## config.mk

```make
export PLATFORM = sky130hd
export DESIGN_NAME = uart_tx_serializer
export DESIGN_NICKNAME = d
export VERILOG_FILES = /design/src/rtl/uart_pkg.sv /design/src/rtl/uart_baud_gen.sv /design/src/rtl/uart_tx_serializer.sv
export SDC_FILE = /design/constraint.sdc
export NUM_CORES = 1
export LEC_CHECK = 0
export ABC_CLOCK_PERIOD_IN_PS = 3000
export CAP_MARGIN = 20
export CORE_MARGIN = 2
export CORE_UTILIZATION = 56
export DETAILED_ROUTE_END_ITERATION = 10
export PLACE_DENSITY_LB_ADDON = 0.2
export SETUP_SLACK_MARGIN = 0.1
export SLEW_MARGIN = 25
export SYNTH_ARGS = -nofsm -noshare
export SYNTH_HDL_FRONTEND = slang
export SYNTH_HIERARCHICAL = 1
export SYNTH_SLANG_ARGS = --single-unit
```

## constraint.sdc

```tcl
create_clock -name clk -period 3 [get_ports clk]
set_clock_uncertainty 0.05 [all_clocks]
set_input_delay 0.75 -clock clk [delete_from_list [all_inputs] [get_ports clk]]
set_output_delay 0.75 -clock clk [all_outputs]
set_load 0.1 [all_outputs]
```

## src/rtl/uart_pkg.sv

```systemverilog
// Shared UART definitions.
// Holds the parity-mode and TX FSM state types, the default bit-period
// length, and small helpers for frame length and parity generation.
package uart_pkg;

    // Existing team encoding: ODD = 0, EVEN = 1.
    typedef enum logic {
        ODD  = 1'b0,
        EVEN = 1'b1
    } parity_mode_e;

    typedef enum logic [2:0] {
        ST_IDLE   = 3'd0,
        ST_START  = 3'd1,
        ST_DATA   = 3'd2,
        ST_PARITY = 3'd3,
        ST_STOP   = 3'd4
    } uart_tx_state_e;

    localparam int unsigned UART_CLK_DIV_DEFAULT = 16;
    localparam int unsigned UART_DATA_BITS       = 8;

    // Frame length in bit periods: start + data + optional parity + stop.
    function automatic int unsigned frame_bits(input logic parity_en,
                                               input int unsigned stop_bits);
        return 1 + UART_DATA_BITS + (parity_en ? 1 : 0) + stop_bits;
    endfunction

    // ODD makes data+parity carry an odd number of ones; EVEN an even one.
    function automatic logic parityGen(input logic [7:0] data, input parity_mode_e mode);
        return (mode == EVEN) ? ^data : ~^data;
    endfunction

endpackage

```

## src/rtl/uart_baud_gen.sv

```systemverilog
// Bit-period counter shared by the UART TX and RX paths.
// Ports:
//   clk, rst_n  - clock, asynchronous active-low reset
//   i_clear     - synchronous clear, restarts a bit period at count 0
//   o_bit_tick  - high for the last cycle of each CLK_DIV-cycle bit period
module uart_baud_gen #(
    parameter int unsigned CLK_DIV = 16
) (
    input  logic clk,
    input  logic rst_n,
    input  logic i_clear,
    output logic o_bit_tick
);

    localparam logic [15:0] CntLast = 16'(CLK_DIV - 1);

    logic [15:0] r_cnt;

    assign o_bit_tick = (r_cnt == CntLast);

    always_ff @(posedge clk or negedge rst_n) begin
        if (!rst_n) begin
            r_cnt <= '0;
        end else if (i_clear || o_bit_tick) begin
            r_cnt <= '0;
        end else begin
            r_cnt <= r_cnt + 16'd1;
        end
    end

endmodule

```

## src/rtl/uart_tx_serializer.sv

```systemverilog
// UART transmit serializer: start bit, 8 data bits LSB-first, optional
// parity bit, STOP_BITS stop bits, each held for CLK_DIV clocks.
// Ports:
//   clk, rst_n            - clock, asynchronous active-low reset
//   tx_data, tx_valid     - byte to send and its valid
//   tx_ready              - high in IDLE; a byte is taken on valid && ready
//   parity_en, parity_mode- parity insert enable and ODD/EVEN select
//   tx                    - registered serial line, idles high
//   busy                  - a frame is in progress
module uart_tx_serializer
    import uart_pkg::*;
#(
    parameter int unsigned CLK_DIV   = UART_CLK_DIV_DEFAULT,
    parameter int unsigned STOP_BITS = 1
) (
    input  logic         clk,
    input  logic         rst_n,
    input  logic [7:0]   tx_data,
    input  logic         tx_valid,
    output logic         tx_ready,
    input  logic         parity_en,
    input  parity_mode_e parity_mode,
    output logic         tx,
    output logic         busy
);

    localparam logic [2:0] BitIdxLast = 3'(UART_DATA_BITS - 1);
    localparam logic       StopLast   = (STOP_BITS == 2);

    uart_tx_state_e r_state, w_state_d;
    logic [7:0]     r_shift, w_shift_d;
    logic [2:0]     r_bit_idx, w_bit_idx_d;
    logic           r_stop_cnt, w_stop_cnt_d;
    logic           r_tx, w_tx_d;
    logic           r_parity_en;
    logic           r_parity_bit;
    logic           w_handshake;
    logic           w_bit_tick;

    assign tx_ready    = (r_state == ST_IDLE);
    assign busy        = (r_state != ST_IDLE);
    assign tx          = r_tx;
    assign w_handshake = tx_valid && tx_ready;

    uart_baud_gen #(
        .CLK_DIV(CLK_DIV)
    ) u_baud_gen (
        .clk       (clk),
        .rst_n     (rst_n),
        .i_clear   (w_handshake),
        .o_bit_tick(w_bit_tick)
    );

    // Next state and the next value of the registered line, so tx changes
    // on the same edge as the state it belongs to.
    always_comb begin
        w_state_d    = r_state;
        w_shift_d    = r_shift;
        w_bit_idx_d  = r_bit_idx;
        w_stop_cnt_d = r_stop_cnt;
        w_tx_d       = r_tx;
        unique case (r_state)
            ST_IDLE: begin
                w_tx_d = 1'b1;
                if (tx_valid) begin
                    w_state_d    = ST_START;
                    w_shift_d    = tx_data;
                    w_bit_idx_d  = '0;
                    w_stop_cnt_d = 1'b0;
                    w_tx_d       = 1'b0;
                end
            end
            ST_START: begin
                if (w_bit_tick) begin
                    w_state_d = ST_DATA;
                    w_tx_d    = r_shift[0];
                end
            end
            ST_DATA: begin
                if (w_bit_tick) begin
                    w_shift_d   = r_shift >> 1;
                    w_bit_idx_d = r_bit_idx + 3'd1;
                    if (r_bit_idx == BitIdxLast) begin
                        if (r_parity_en) begin
                            w_state_d = ST_PARITY;
                            w_tx_d    = r_parity_bit;
                        end else begin
                            w_state_d = ST_STOP;
                            w_tx_d    = 1'b1;
                        end
                    end else begin
                        w_tx_d = r_shift[1];
                    end
                end
            end
            ST_PARITY: begin
                if (w_bit_tick) begin
                    w_state_d = ST_STOP;
                    w_tx_d    = 1'b1;
                end
            end
            ST_STOP: begin
                w_tx_d = 1'b1;
                if (w_bit_tick) begin
                    if (r_stop_cnt == StopLast) begin
                        w_state_d = ST_IDLE;
                    end else begin
                        w_stop_cnt_d = r_stop_cnt + 1'b1;
                    end
                end
            end
            default: begin
                w_state_d = ST_IDLE;
                w_tx_d    = 1'b1;
            end
        endcase
    end

    always_ff @(posedge clk or negedge rst_n) begin
        if (!rst_n) begin
            r_state    <= ST_IDLE;
            r_shift    <= '0;
            r_bit_idx  <= '0;
            r_stop_cnt <= 1'b0;
            r_tx       <= 1'b1;
        end else begin
            r_state    <= w_state_d;
            r_shift    <= w_shift_d;
            r_bit_idx  <= w_bit_idx_d;
            r_stop_cnt <= w_stop_cnt_d;
            r_tx       <= w_tx_d;
        end
    end

    // Parity is fixed at capture time so later input changes cannot alter it.
    always_ff @(posedge clk or negedge rst_n) begin
        if (!rst_n) begin
            r_parity_en  <= 1'b0;
            r_parity_bit <= 1'b0;
        end else if (w_handshake) begin
            r_parity_en  <= parity_en;
            r_parity_bit <= parityGen(tx_data, parity_mode);
        end
    end

endmodule

```

==> results.py <==
metrics = {
    "outcome": {
        "status": "finished clean",
    },
    "power": {
        "ir_drop_mv": 0.250,
        "cellLeakagePower_uw": 0.000898,
        "power_uw": 797,
        "power_density_mw_per_mm2": 412,
    },
    "placed_design": {
        "dp_slack_ps": 486,
        "dp_cells": 213,
        "numPortBuffers": 15,
        "place_hpwl_um": 2270,
        "globalplace.congestion": 0.829,
    },
    "synth": {
        "yosysWarnings": 6,
        "syn-cell-area_mm2": 0.00171,
        "synth-seq-area-share_pct": 48.3,
        "syn-mean-instance-area_um2": 10.1,
        "syn-num-nets": 186,
        "synth_cell_type_count": 38,
        "ys_ff_latch": 33,
        "netlist_instances": 170,
    },
    "final_layout": {
        "nFillCells": 255,
        "drive_gt1_share_pct": 10.6,
        "final_nets": 203,
        "antennaDiodeCount": 0,
        "syn_to_final_growth_pct": 12.9,
        "instances_no_fill": 221,
    },
    "clocking": {
        "clkLatencyLatePin_ps": 320,
        "cts_tree": "done",
        "clkSlewWorstSetupHoldPaths_ps": 100,
        "cts_setup_buffers": 0,
        "cts_buffers": 5,
        "root_buffer": "clkbuf_4",
        "clkSinkCount": 33,
        "htree_levels": 2,
        "cts_resized": 0,
        "clk_path_buf_depth": 2,
        "cts_hold_buf": 0,
    },
    "floorplanning": {
        "die_h_um": 59.3,
        "die_area_mm2": 0.00352,
        "fp-row-count": 20,
        "die_w_um": 59.3,
        "initial_utilization_pct": 57.5,
        "core_mm2": 0.00298,
        "num_io_pins": 16,
    },
    "drt": {
        "num_vias": 1275,
        "first_iter_violations": 54,
        "viasPerCell": 5.77,
        "drc": 0,
        "drt-pass1-iter-count": 5,
        "routed_wl_um": 3210,
        "wl_per_cell_um": 14.5,
        "drtAntennaViolNets": 0,
    },
    "sta": {
        "fin_crit_sh_pct": 84.5,
        "fin_crit_ps": 2530,
        "tightest_slew_ps": 611,
        "slew_headroom_pct": 59.2,
        "hold_viol_final": 0,
        "setup-tns-final_ps": 0,
        "finalWorstSetupSlack_ps": 465,
        "slew_violations": 0,
        "max_freq_ghz": 0.394,
        "setup_viol": 0,
        "rsz0062_at_grt": "false",
        "hold_slack_ps": 439,
    },
    "global_routing": {
        "antenna_found_initial": 0,
        "grt_pass1_wl_um": 5620,
        "grt.overflow.total": 0,
        "first_global_vias": 1280,
        "grt_use_total_pct": 21.3,
        "grt_max_degree": 34,
    },
    "critical_path": {
        "setup.worst_path.start_class": "register",
        "cp-end-kind": "register",
        "critPathRequiredTime_ps": 3160,
        "worst-setup-path-type": "register to register",
        "crit_path_max_fanout": 19,
        "cp.arrival_ps": 2700,
    },
    "flow_run": {
        "maxCapViolations": 0,
    },
    "hold_path": {
        "hold_class": "register to register",
    },
}
==> per-stage QoR <==
step                area, µm²  utilization (%)
floorplan                1720                -
global placement         1860             62.6
detailed placement       1860             62.6
CTS                      1930             65.0
global route             1930             65.0
finish                   1930             65.0
==> where the power goes <==
| group | switching, µW | total, µW | internal, µW |
|---|---|---|---|
| Clock | 146 | 282 | 136 |
| Sequential | 2.32 | 451 | 449 |
| Combinational | 29.9 | 63.5 | 33.7 |
==> cells in the final DEF, fill, tap and decap left out, drive strengths merged, types with 3 or more instances in the layout <==
cell type / synthesis / routed
a21oi: 4 / 4
buf: 6 / 5
clkbuf: 1 / 7
clkdlybuf4s50: 0 / 12
dfrtp: 32 / 32
ha: 3 / 3
inv: 7 / 7
mux2i: 8 / 8
nand2: 13 / 13
nand3: 5 / 5
nand4: 4 / 4
nor2: 24 / 24
nor3: 6 / 6
nor4: 4 / 4
o21ai: 13 / 13
or4: 3 / 3
xnor2: 18 / 18
==> layer usage <==
layer  global-route usage (%)  share of wire (%)  up-vias
li1                         -                  -      619
met2                     34.9                 49       36
met3                     5.24                5.3        4
met5                        0                  0        -
met1                     28.3                 45      616
met4                     5.84               0.84        0
==> worst paths after layout <==
path / startpoint / endpoint / slack [ps] / depth (start not counted)
worst max-delay path: u_baud_gen/r_cnt[9] / r_bit_idx[2] / 470 / 5
worst min-delay path: r_bit_idx[0] / r_bit_idx[0] / 440 / 1
worst max register to register: u_baud_gen/r_cnt[9] / r_bit_idx[2] / 470 / 5
worst min register to register: r_bit_idx[0] / r_bit_idx[0] / 440 / 1
max in group asynchronous: rst_n / tx / 1790 / 2
min in group asynchronous: rst_n / r_state[2] / 790 / 2
==> cell type report <==
class	instances	area, µm²	area share [%]
tap	33	41.3	2.13
clock buffer	7	65.1	3.36
multi-input combinational	123	812	42.0
timing repair buffer	17	158	8.15
sequential	33	827	42.8
clock inverter	1	5.00	0.259
inverter	7	26.3	1.36
==> Yosys cell counts <==
cell type  count  share of area [%]
or4b_2         1               0.58
buf_2          2               0.58
o21ai_1        8                2.3
a221oi_1       1               0.51
nand4_1        4                1.5
and3_1         1               0.37
xnor3_1        1                1.3
xor2_1         2                1.0
nand3b_1       1               0.44
nor4_1         3                1.1
nor2_4         1               0.66
ha_1           3                2.2
a32o_1         2                1.2
buf_4          1               0.44
nand2b_1       2               0.73
dfstp_2        1                1.5
nor4_2         1               0.73
nand3_1        5                1.5
or4_1          3                1.3
inv_1          7                1.5
mux2_2         1               0.66
buf_6          2                1.3
or2_1          1               0.37
clkbuf_1       1               0.22
o21ai_0        4                1.2
nor3_1         6                1.8
nor2b_1        1               0.37
a311oi_1       1               0.51
or3_1          2               0.73
nor2_1        23                5.0
xnor2_1       18                9.2
dfrtp_1       32                 47
nand2_1       13                2.8
o21ai_2        1               0.51
and2_1         1               0.37
a21oi_1        4                1.2
mux2i_1        8                4.7
buf_8          1               0.88
==> worst max-delay path, cell delays in order, from the launching register on <==
cell and delay (ps):
dfrtp_1 450, or4_1 580, nor4_2 340, mux2i_1 110
or3_1 590, a32o_1 320
==> registers in the layout, summed over array words and instances (netlist names) <==
register	cells
r_state	3
r_shift	8
r_parity_bit	1
u_baud_gen/r_cnt	16
tx	1
r_parity_en	1
r_bit_idx	3
==> logic make-up after synthesis <==
family | share of synthesized area (%)
and+or+nand+nor | 20.3
muxes | 5.33
DFF | 48.3
xor gates and xnor gates | 11.5
AOI/OAI and AO/OA | 7.38
buffers and inverters | 4.97
adders and majority gates | 2.19
No activity file was read; power rests on OpenSTA's default activity.
